===== src/rtl/button_evt_pkg.sv =====
// Shared definitions for the button event arbiter: FSM state encoding,
// default button count and overrun counter sizing.
package button_evt_pkg;

  typedef enum logic {
    IDLE  = 1'b0,
    OFFER = 1'b1
  } arb_state_e;

  localparam int NUM_BTN_DEF = 4;

  // Overrun counter width and the value it sticks at.
  localparam int              OVR_W   = 8;
  localparam logic [OVR_W-1:0] OVR_SAT = 8'hFF;

endpackage


===== src/rtl/button_event_arbiter_rr_pick.sv =====
// rr_pick: combinational round-robin picker. Searches the request vector
// upward starting one past the last grant, wrapping at NUM_BTN-1 -> 0.
module rr_pick #(
  parameter int NUM_BTN = 4,
  parameter int ID_W    = 2
) (
  input  logic [NUM_BTN-1:0] req,
  input  logic [ID_W-1:0]    ptr,
  output logic [ID_W-1:0]    gnt_id,
  output logic               any_req
);

  // First set request after ptr, in wrapped order; ptr itself is checked last.
  always_comb begin
    logic            found;
    logic [ID_W-1:0] sel;
    gnt_id = '0;
    found  = 1'b0;
    sel    = '0;
    for (int k = 1; k <= NUM_BTN; k++) begin
      sel = ID_W'((int'(ptr) + k) % NUM_BTN);
      if (!found && req[sel]) begin
        found  = 1'b1;
        gnt_id = sel;
      end
    end
  end

  assign any_req = |req;

endmodule


===== src/rtl/button_event_arbiter.sv =====
// button_event_arbiter: latches one-cycle button press pulses as pending
// events and offers them one at a time over evt_valid/evt_ready, picking
// among pending buttons round-robin. Outputs are fully registered.
// Optional feature: define BTN_OVERRUN_CNT_EN to add the saturating
// overrun_cnt port counting edges on which a press was dropped.
module button_event_arbiter
  import button_evt_pkg::*;
#(
  parameter int NUM_BTN = NUM_BTN_DEF,
  parameter int ID_W    = 2
) (
  input  logic               clk,
  input  logic               rst,
  input  logic [NUM_BTN-1:0] btn_pulse,
  output logic               evt_valid,
  output logic [ID_W-1:0]    evt_id,
  input  logic               evt_ready,
  output logic [NUM_BTN-1:0] pending
`ifdef BTN_OVERRUN_CNT_EN
  ,
  output logic [OVR_W-1:0]   overrun_cnt
`endif
);

  arb_state_e          state, state_nxt;
  logic [ID_W-1:0]     ptr, ptr_nxt;
  logic                evt_valid_nxt;
  logic [ID_W-1:0]     evt_id_nxt;
  logic [ID_W-1:0]     gnt_id;
  logic                any_req;
  logic                xfer;
  logic [NUM_BTN-1:0]  clr;

  assign xfer = evt_valid & evt_ready;

  // One-hot clear of the pending bit whose event is handed over this edge.
  always_comb begin
    clr = '0;
    if (xfer) clr[evt_id] = 1'b1;
  end

  rr_pick #(
    .NUM_BTN (NUM_BTN),
    .ID_W    (ID_W)
  ) u_pick (
    .req     (pending),
    .ptr     (ptr),
    .gnt_id  (gnt_id),
    .any_req (any_req)
  );

  // Pending register: clear on transfer, then set on press, so a press in the
  // transfer cycle re-arms the bit as a fresh event.
  always_ff @(posedge clk) begin
    if (!rst) pending <= '0;
    else      pending <= (pending & ~clr) | btn_pulse;
  end

  // FSM and registered output state.
  always_ff @(posedge clk) begin
    if (!rst) begin
      state     <= IDLE;
      ptr       <= ID_W'(NUM_BTN - 1);
      evt_valid <= 1'b0;
      evt_id    <= '0;
    end else begin
      state     <= state_nxt;
      ptr       <= ptr_nxt;
      evt_valid <= evt_valid_nxt;
      evt_id    <= evt_id_nxt;
    end
  end

  // Next state: arbitrate only from IDLE; hold the offer until accepted.
  always_comb begin
    state_nxt     = state;
    ptr_nxt       = ptr;
    evt_valid_nxt = evt_valid;
    evt_id_nxt    = evt_id;
    unique case (state)
      IDLE: begin
        evt_valid_nxt = 1'b0;
        if (any_req) begin
          state_nxt     = OFFER;
          evt_valid_nxt = 1'b1;
          evt_id_nxt    = gnt_id;
          ptr_nxt       = gnt_id;
        end
      end
      OFFER: begin
        evt_valid_nxt = 1'b1;
        if (evt_ready) begin
          state_nxt     = IDLE;
          evt_valid_nxt = 1'b0;
        end
      end
      default: begin
        state_nxt     = IDLE;
        evt_valid_nxt = 1'b0;
      end
    endcase
  end

`ifdef BTN_OVERRUN_CNT_EN
  logic [NUM_BTN-1:0] drop;

  // A press on a bit that stays pending through this edge is lost.
  assign drop = btn_pulse & pending & ~clr;

  // Count edges with any drop (not drops), sticking at saturation.
  always_ff @(posedge clk) begin
    if (!rst)                             overrun_cnt <= '0;
    else if (|drop && overrun_cnt != OVR_SAT) overrun_cnt <= overrun_cnt + 1'b1;
  end
`endif

endmodule


===== config.mk =====
export PLATFORM = sky130hd
export DESIGN_NAME = button_event_arbiter
export DESIGN_NICKNAME = d
export VERILOG_FILES = /design/src/rtl/button_evt_pkg.sv /design/src/rtl/button_event_arbiter_rr_pick.sv /design/src/rtl/button_event_arbiter.sv
export SDC_FILE = /design/constraint.sdc
export NUM_CORES = 1
export LEC_CHECK = 0
export ABC_AREA = 0
export BUFFER_PORTS_ARGS = -buffer_cell sky130_fd_sc_hd__buf_4
export CAP_MARGIN = 20
export CORE_UTILIZATION = 28
export CTS_CLUSTER_SIZE = 28
export DETAILED_ROUTE_END_ITERATION = 8
export SLEW_MARGIN = 5
export SYNTH_ARGS = -nofsm -noshare
export SYNTH_HDL_FRONTEND = slang
export SYNTH_SLANG_ARGS = --single-unit

===== constraint.sdc =====
create_clock -name clk -period 1.3 [get_ports clk]
set_input_delay 0.195 -clock clk [delete_from_list [all_inputs] [get_ports clk]]
set_output_delay 0.195 -clock clk [all_outputs]
set_load 0.005 [all_outputs]

======== Word-level counts from Yosys, hierarchy flattened ========
Index checks and enable logic that the tools add are counted.
storage, ports and cells
  register bits ........................... 9
  bits of input ports ..................... 7
  output and inout port bits .............. 7
  word-level logic and storage cells ...... 49
operators by class
  $add $sub $neg .......................... 4
  $lt $le $gt $ge ......................... 6
  multiplexer cells ....................... 21
  bitwise logic cells ..................... 5
  reductions and logical operators ........ 9
operators by type and width
  kind                                                                   number
  2-bit by 3-bit < comparator with 1-bit output, second input constant   5
  1-bit two-way mux                                                      10
  1-bit binary-select mux with 2-bit select                              4
  2-bit two-way mux                                                      4
  2-bit by 1-bit adder with 2-bit output, second input constant          2
  2-bit adder, second input constant                                     2
  4-bit bitwise AND                                                      1
  1-bit logical AND                                                      4
  4-bit two-way mux                                                      1
  4-bit inverter                                                         1
  4-bit bitwise OR                                                       1
  4-bit OR reduction                                                     1
  1-bit zero test                                                        3
  1-bit demux with 2-bit select                                          1
  2-bit by 1-bit >= comparator with 1-bit output, second input constant  1
  1-bit case mux with 2 select lines                                     1
  2-bit AND reduction                                                    1
  1-bit bitwise AND                                                      1
  1-bit inverter                                                         1

======== Logic depth before layout (Yosys ltp) ========
Gate-level depths: netlist (run 1).
  depth in word-level cells ............... 13
  mapped depth ............................ 4

======== Modules after synthesis ========
Synthesis (run 1) repeated with hierarchy kept, for this count alone.
unflattened totals
  cells, all modules ...................... 51
  area total of the unflattened synthesis .. 415.4 um^2
modules (own cells, without submodules)
  module                instances  cells an instance  area each (um^2)  sequential area each (um^2)
  button_event_arbiter  1          37                 334.1             180.2
  rr_pick               1          14                 81.3              0.0

======== Worst setup path after synthesis (run 1) ========
No wires, ideal clock.
  path kind ............................... register to register
  start ................................... register pending[3]
  end ..................................... register evt_id[0]
  setup time .............................. 136 ps
  arrival time ............................ 1096 ps
  data required time ...................... 1164 ps
  slack ................................... 68 ps
  stages on the path, launching flop included .. 4
  clock period less this slack ............ 1232 ps
  cell sequence ........................... dfxtp_1 > or4_4 > a21oi_1 > nor4_1
between the ends
  word-level cells in the longest chain between the ends .. 12
  elaborated cells on any way between the ends .. 23
  classes of those cells .................. 15 x mux; 8 x reduce/logical
ends and longest elaborated chain
  what                                       line                                RTL
  start: declaration                         button_event_arbiter.sv:18          output logic [NUM_BTN-1:0] pending
  start signal: assignment                   button_event_arbiter.sv:56          else pending <= (pending & ~clr) | btn_pulse;
  1-bit binary-select mux with 2-bit select  button_event_arbiter_rr_pick.sv:22  if (!found && req[sel]) begin
  1-bit two-way mux (implied by the code)    button_event_arbiter_rr_pick.sv:22
  1-bit two-way mux                          button_event_arbiter_rr_pick.sv:22
  1-bit zero test                            button_event_arbiter_rr_pick.sv:22
  1-bit logical AND                          button_event_arbiter_rr_pick.sv:22
  1-bit two-way mux                          button_event_arbiter_rr_pick.sv:22
  1-bit zero test                            button_event_arbiter_rr_pick.sv:22
  1-bit logical AND                          button_event_arbiter_rr_pick.sv:22
  1-bit two-way mux                          button_event_arbiter_rr_pick.sv:22
  1-bit zero test                            button_event_arbiter_rr_pick.sv:22
  1-bit logical AND                          button_event_arbiter_rr_pick.sv:22
  2-bit two-way mux                          button_event_arbiter_rr_pick.sv:22
  end signal: assignment                     button_event_arbiter.sv:70          evt_id <= evt_id_nxt;
  end: declaration                           button_event_arbiter.sv:16          output logic [ID_W-1:0] evt_id,
Parallel ways exist; a longest one is shown, timed or not. The select of a mux whose other input is x is not followed.
A chain may end at the register's enable or synchronous reset.

======== Worst setup path after layout (run 1) ========
  start ................................... register pending[0]
  end ..................................... register evt_id[0]
The elaborated chain is that of the path after synthesis.

==> results of run 1 <==
power by group:
group / switching [mW] / internal, mW / leakage (nW)
Combinational: 0.0782 / 0.107 / 0.210
Sequential: 0.0375 / 0.305 / 0.0751
Clock: 0.0992 / 0.118 / 0.0150
Total: 0.215 / 0.530 / 0.300
routing by layer:
layer	global-route usage, %	share of wire, %
met3	6.96	5.9
met4	5.81	0.61
met5	0	0
met1	18.1	46
met2	22.8	47
through the flow:
step	power (mW)	setup TNS [ns]	cell area [um2]
final	0.745	0	652
after global routing	0.805	-0.0153	652
after CTS	0.749	0	638
after detailed placement	0.523	0	612
after global placement	0.524	0	612
after floorplan	0.426	0	435
cells by family (layout without fill, tap and decap cells):
| logic type | after synthesis | count (layout) |
|---|---|---|
| and+or+nand+nor | 21 | 21 |
| AOI/OAI and AO/OA | 15 | 15 |
| DFF | 9 | 9 |
| buffers and inverters | 6 | 31 |
worst max-delay path, delay by kind of cell (launching register included):
family / cells / cell delay, ns
DFF: 1 / 0.37
AOI/OAI and AO/OA: 1 / 0.16
and+or+nand+nor: 2 / 0.60
sequential cells by signal, indices dropped and copies added (netlist names):
signal,count
pending,4
ptr,2
state,1
evt_id,2
what timing repair did:
item / in CTS / in global routing
endpoints found under the setup margin: 0 / 3
gates resized for setup: 0 / 3
hold buffers: 0 / 0
cell type report:
cell class,instances,area [um2]
fill,150,714
multi-input combinational,36,243
sequential,9,180
timing repair buffer,22,165
clock buffer,4,26.3
inverter,5,18.8
tap,15,18.8
final timing paths:
check,slack (ns),startpoint,depth (start not counted),endpoint
max reg2reg,0.03,pending[0],3,evt_id[0]
min,0.14,btn_pulse[3],3,pending[3]
max,0.03,pending[0],3,evt_id[0]
min reg2reg,0.57,evt_id[1],2,evt_id[1]
cells in the mapped netlist:
cell type	n	area share, %
and2b_1	3	5.2
inv_1	5	4.3
o31ai_1	2	3.4
a21oi_2	1	2.0
o2bb2ai_1	1	2.0
nor4_1	2	2.9
dfxtp_1	9	41
or4_4	1	2.6
nor3_1	1	1.1
buf_4	1	1.7
o41ai_1	1	2.0
nand4_1	1	1.4
a2111oi_1	1	2.3
o311ai_1	1	2.0
o21ai_1	1	1.1
nand4b_1	2	4.0
nand2_1	2	1.7
o21ai_0	1	1.1
nor4b_1	1	2.0
o211ai_1	1	1.7
a21oi_1	5	5.7
nand2b_2	1	2.0
nor2_1	7	6.0
==> implementation parameters, run 1 <==
Parameter                              Value

Status
  Run status    complete, no violations

Place
  Cell count after placement    between 80 and 90
  DPL Wire Length    832 um
  Final weighted congestion in routability-driven placement    0.750
  Worst Setup Slack post-DPL    0.0306 ns
  Number of buffers inserted by port buffering    13

Synthesis
  Synthesis warning total    0
  Synth Area in Adders    0%
  Post-synthesis simple-gate area fraction    29.0%
  Count of cell types in the netlist    23
  Per-instance average area after synthesis    around 8.5 um2
  Largest family of logic cells by synthesized area    simple AND/OR/NAND/NOR gates
  Post-synthesis compound-gate area fraction    a little under a quarter
  Number of synthesized register bits    9
  Xor and xnor area share after synthesis    0%
  Post-Syn Area    435 um2
  Net count after synthesis    between 50 and 60
  Sequential area share after synthesis    41.4%
  Instance count of the mapped netlist    51
  Share of synthesized area spent on multiplexers    0%

Route
  Antenna violation net count after detailed routing    0
  Number of detailed-route iterations in the first pass    6
  Via Count    470
  Starting DRT DRC Count    3
  DRC violations left    0
  Final routed wirelength across all metal layers    1.15 mm
  Routed length per instance    12.6 um
  Vias per Instance    5.16

Floorplan
  Die outline height    a little over 40 um
  I/O pin count    14
  Standard cell core area    0.00137 mm2
  Horizontal die dimension    41.4 um
  Effective utilization at floorplan    31.9%
  Row count    13
  Die area    between 0.0015 and 0.002 mm2

Setup path
  Standard cell with the maximum stage delay on the critical path    or4_4
  CP endpoint kind    flop
  Required time of the worst setup path    around 1.4 ns
  CP arrival    1.40 ns
  Cells along the critical path    or4_4, a21oi_1, nor4_1
  Startpoint Class    flop
  Type of the setup path with the least slack    flop to flop
  Slowest stage delay, CP    between 0.5 and 0.6 ns
  Largest fanout on the critical path    6

Layout
  Utilization after layout    47.7%
  Fin cells    91
  Antenna diode count    0
  Most used cells in the layout excluding fill and tap cells    buf_4, dfxtp_1, nor2_1
  Synth-to-Final Area Change    49.7%
  Ratio of cells with drive above 1 in the final layout    40.8%
  Most frequent standard cell in the layout excluding fill and tap cells    buf_4
  Nets@finish    between 80 and 90

Clock network
  Number of setup buffers added after CTS    0
  Maximum clock insertion buffer count    2
  Clock tree from TritonCTS    built
  Clock network latency to the later pin of the worst-skew pair    0.26 ns
  Number of H-tree levels    1
  Number of buffers created by CTS    3
  Sinks on Clock Net    9
  CTS Root Cell    clkbuf_4
  Worst-path clk slew    0.06 ns

Global routing
  Antenna violations before repair    0
  Global-route wire length before repair    1.95 mm
  Pin count of the biggest net entering global routing    9
  Remaining global-route overflow    0
  Global router's overall resource usage    between 10% and 20%
  Number of global-route vias before repair    roughly 430

Timing
  Worst hold margin    about 0.14 ns
  RSZ-0062 raised after global routing    true
  Clock tree skew after final layout    about 0.0065 ns
  Fin. max-slew vios    0
  Worst slew pin tran    0.368 ns
  Hold Vio Cnt, Final    0
  Final cycle utilization of the critical path    97.5%
  F_max    roughly 800 MHz
  Final count of negative-setup-slack endpoints    0
  Worst slew slack as a fraction of its limit    75.3%
  Final critical-path required period    1.27 ns
  Final WS setup    0.0323 ns

Min path
  Hold Crit Class    primary input to flop

Power and ir drop
  Pwr dens    1140 mW/mm2
  Worst voltage drop across the vdd grid    about 630 uV
  Static power due to leakage    0.300 nW

Flow run
  Number of maximum-capacitance violations    0
(Power assumes the default switching activity.)
==> inputs of run 2 (changes only) <==
--- a/config.mk
+++ b/config.mk
@@ -11,7 +11,7 @@
 export CORE_UTILIZATION = 28
 export CTS_CLUSTER_SIZE = 28
 export DETAILED_ROUTE_END_ITERATION = 8
-export SLEW_MARGIN = 5
+export SLEW_MARGIN = 10
 export SYNTH_ARGS = -nofsm -noshare
 export SYNTH_HDL_FRONTEND = slang
 export SYNTH_SLANG_ARGS = --single-unit
==> constraint.sdc (replaced) <==
create_clock -name clk -period 1.3 [get_ports clk]
set_input_delay 0.195 -clock clk [delete_from_list [all_inputs] [get_ports clk]]
set_output_delay 0.195 -clock clk [all_outputs]
set_load 0.05 [all_outputs]
==> implementation parameters, run 2 (synthesis results as in run 1) <==
Parameter                              Value

Floorplan
  I/O pin count    14 (unchanged)
  Row count    13 (unchanged)
  Horizontal die dimension    41.4 um (unchanged)
  Effective utilization at floorplan    31.9% (unchanged)
  Die area    0.00172 mm2 (unchanged)
  Standard cell core area    0.00137 mm2 (unchanged)
  Die outline height    41.4 um (unchanged)

Timing
  Worst slew slack as a fraction of its limit    75.0% (-0.29 points)
  F_max    787 MHz (-0.28%)
  Final count of negative-setup-slack endpoints    0 (unchanged)
  Final cycle utilization of the critical path    97.8% (+0.28 points)
  Clock tree skew after final layout    0.00767 ns (+0.00116 ns)
  Hold Vio Cnt, Final    0 (unchanged)
  Fin. max-slew vios    0 (unchanged)
  Total Negative Setup Slacks    0 ns (unchanged)
  Worst slew pin tran    0.370 ns (+0.00249 ns)
  RSZ-0062 raised after global routing    true
  Final critical-path required period    1.27 ns (+0.00358 ns)
  Worst hold margin    0.136 ns (-0.00281 ns)

Setup path
  Type of the setup path with the least slack    flop to flop
  Largest fanout on the critical path    7 (+1)
  Required time of the worst setup path    1.44 ns (about the same)
  Startpoint Class    flop
  CP endpoint kind    flop
  CP arrival    1.41 ns (about the same)

Global routing
  Remaining global-route overflow    0 (unchanged)
  Antenna violations before repair    0 (unchanged)
  Global router's overall resource usage    12.8% (-2.1 points)
  Number of global-route vias before repair    418 (-2.1%)
  Global-route wire length before repair    1.73 mm (-11%)
  Pin count of the biggest net entering global routing    10 (+1)

Layout
  Most frequent standard cell in the layout excluding fill and tap cells    buf_4
  Antenna diode count    0 (unchanged)
  Register ranked first by flip-flop count    pending
  Synth-to-Final Area Change    43.1%
  Nets@finish    79 (-6.0%)
  Ratio of cells with drive above 1 in the final layout    45.1% (+4.3 points)
  Fill cells    148 (-1.3%)
  Biggest registers after layout    pending: 4 flops, evt_id: 2 flops, ptr: 2 flops
  Flip-flop count of the largest register, all copies and words added    4 (unchanged)
  Most used cells in the layout excluding fill and tap cells    buf_4, nor2_1, inv_1, dfxtp_2, a21oi_1

Route
  DRC violations left    0 (unchanged)
  Routed length per instance    12.7 um (+0.64%)
  Vias per Instance    5.29 (+2.4%)
  Final routed wirelength across all metal layers    1.09 mm (-4.9%)
  Starting DRT DRC Count    4 (+1)
  Antenna violation net count after detailed routing    0 (unchanged)
  Via Count    455 (-3.2%)
  Number of detailed-route iterations in the first pass    3 (-3)

Clock network
  Maximum clock insertion buffer count    2 (unchanged)
  Clock tree from TritonCTS    built
  Number of setup buffers added after CTS    0 (unchanged)
  Clock network latency to the later pin of the worst-skew pair    0.26 ns (about the same)
  Number of buffers created by CTS    3 (unchanged)
  Worst-path clk slew    0.06 ns (about the same)
  Sinks on Clock Net    9 (unchanged)
  CTS Root Cell    clkbuf_4
  Hold buffer count at cts    0 (unchanged)
  Resized Gates After CTS    0 (unchanged)
  Number of H-tree levels    1 (unchanged)

Place
  Final weighted congestion in routability-driven placement    0.744 (-0.71%)
  Number of buffers inserted by port buffering    13 (unchanged)
  DPL Wire Length    818 um (-1.6%)

Status
  Run status    complete, no violations

Power and ir drop
  Pwr dens    1280 mW/mm2 (+12%)
  Worst voltage drop across the vdd grid    664 uV (+5.7%)
  Static power due to leakage    0.277 nW (-7.7%)

Min path
  Hold Crit Class    primary input to flop

Flow run
  Number of maximum-capacitance violations    0 (unchanged)
==> run 2: cell count changes in the layout (fill, tap and decap cells not counted), sizes merged <==
cell	before	now
buf	22	17
==> run 2: per-stage QoR <==
step           total power [mW]  setup slack (ns)  util, %  area [um2]  cells
2_1_floorplan             0.495           -0.0153        -         444     51
3_3_place_gp              0.576            0.0338     42.7         583     82
3_5_place_dp              0.580            0.0291     42.7         583     82
4_1_cts                   0.799            0.0152     44.6         609     86
5_1_grt                   0.840           -0.0124     45.6         623     86
6_report                  0.797            0.0287     45.6         623     86
==> run 2: area by class of cell <==
cell class / count / area [um2] / area share [%]
Sequential cell: 9 / 190 / 30.5
Multi-Input combinational cell: 36 / 241 / 38.8
Clock buffer: 4 / 26.3 / 4.22
Inverter: 5 / 18.8 / 3.01
Timing Repair Buffer: 17 / 128 / 20.5
Tap cell: 15 / 18.8 / 3.01
==> run 2: report_power, final <==
group	switching (mW)	leakage, nW	internal, mW
combinational	0.141	0.186	0.0962
clock	0.0954	0.0150	0.118
sequential	0.0392	0.0760	0.307
total	0.275	0.277	0.522
==> run 2: final timing paths <==
kind	startpoint	slack, ns	depth (start not counted)	to
setup reg to reg	pending[0]	0.03	3	ptr[0]
hold reg to reg	ptr[0]	0.52	2	ptr[0]
setup / recovery	pending[0]	0.03	3	ptr[0]
hold / removal	rst	0.14	2	ptr[0]
==> run 2: worst max-delay path, stage by stage, from the launching register on <==
cell,delay (ns)
dfxtp_2,0.35
or4_4,0.58
a21oi_2,0.15
o31ai_1,0.07
==> run 2: layer usage <==
metal / up-vias / part of all wire [%] / GRT usage, %
met1: 215 / 46 / 14.3
met2: 12 / 49 / 22.2
met3: 0 / 5.0 / 5.22
met4: 0 / 0 / 3.87
met5: - / 0 / 0
li1: 228 / - / -
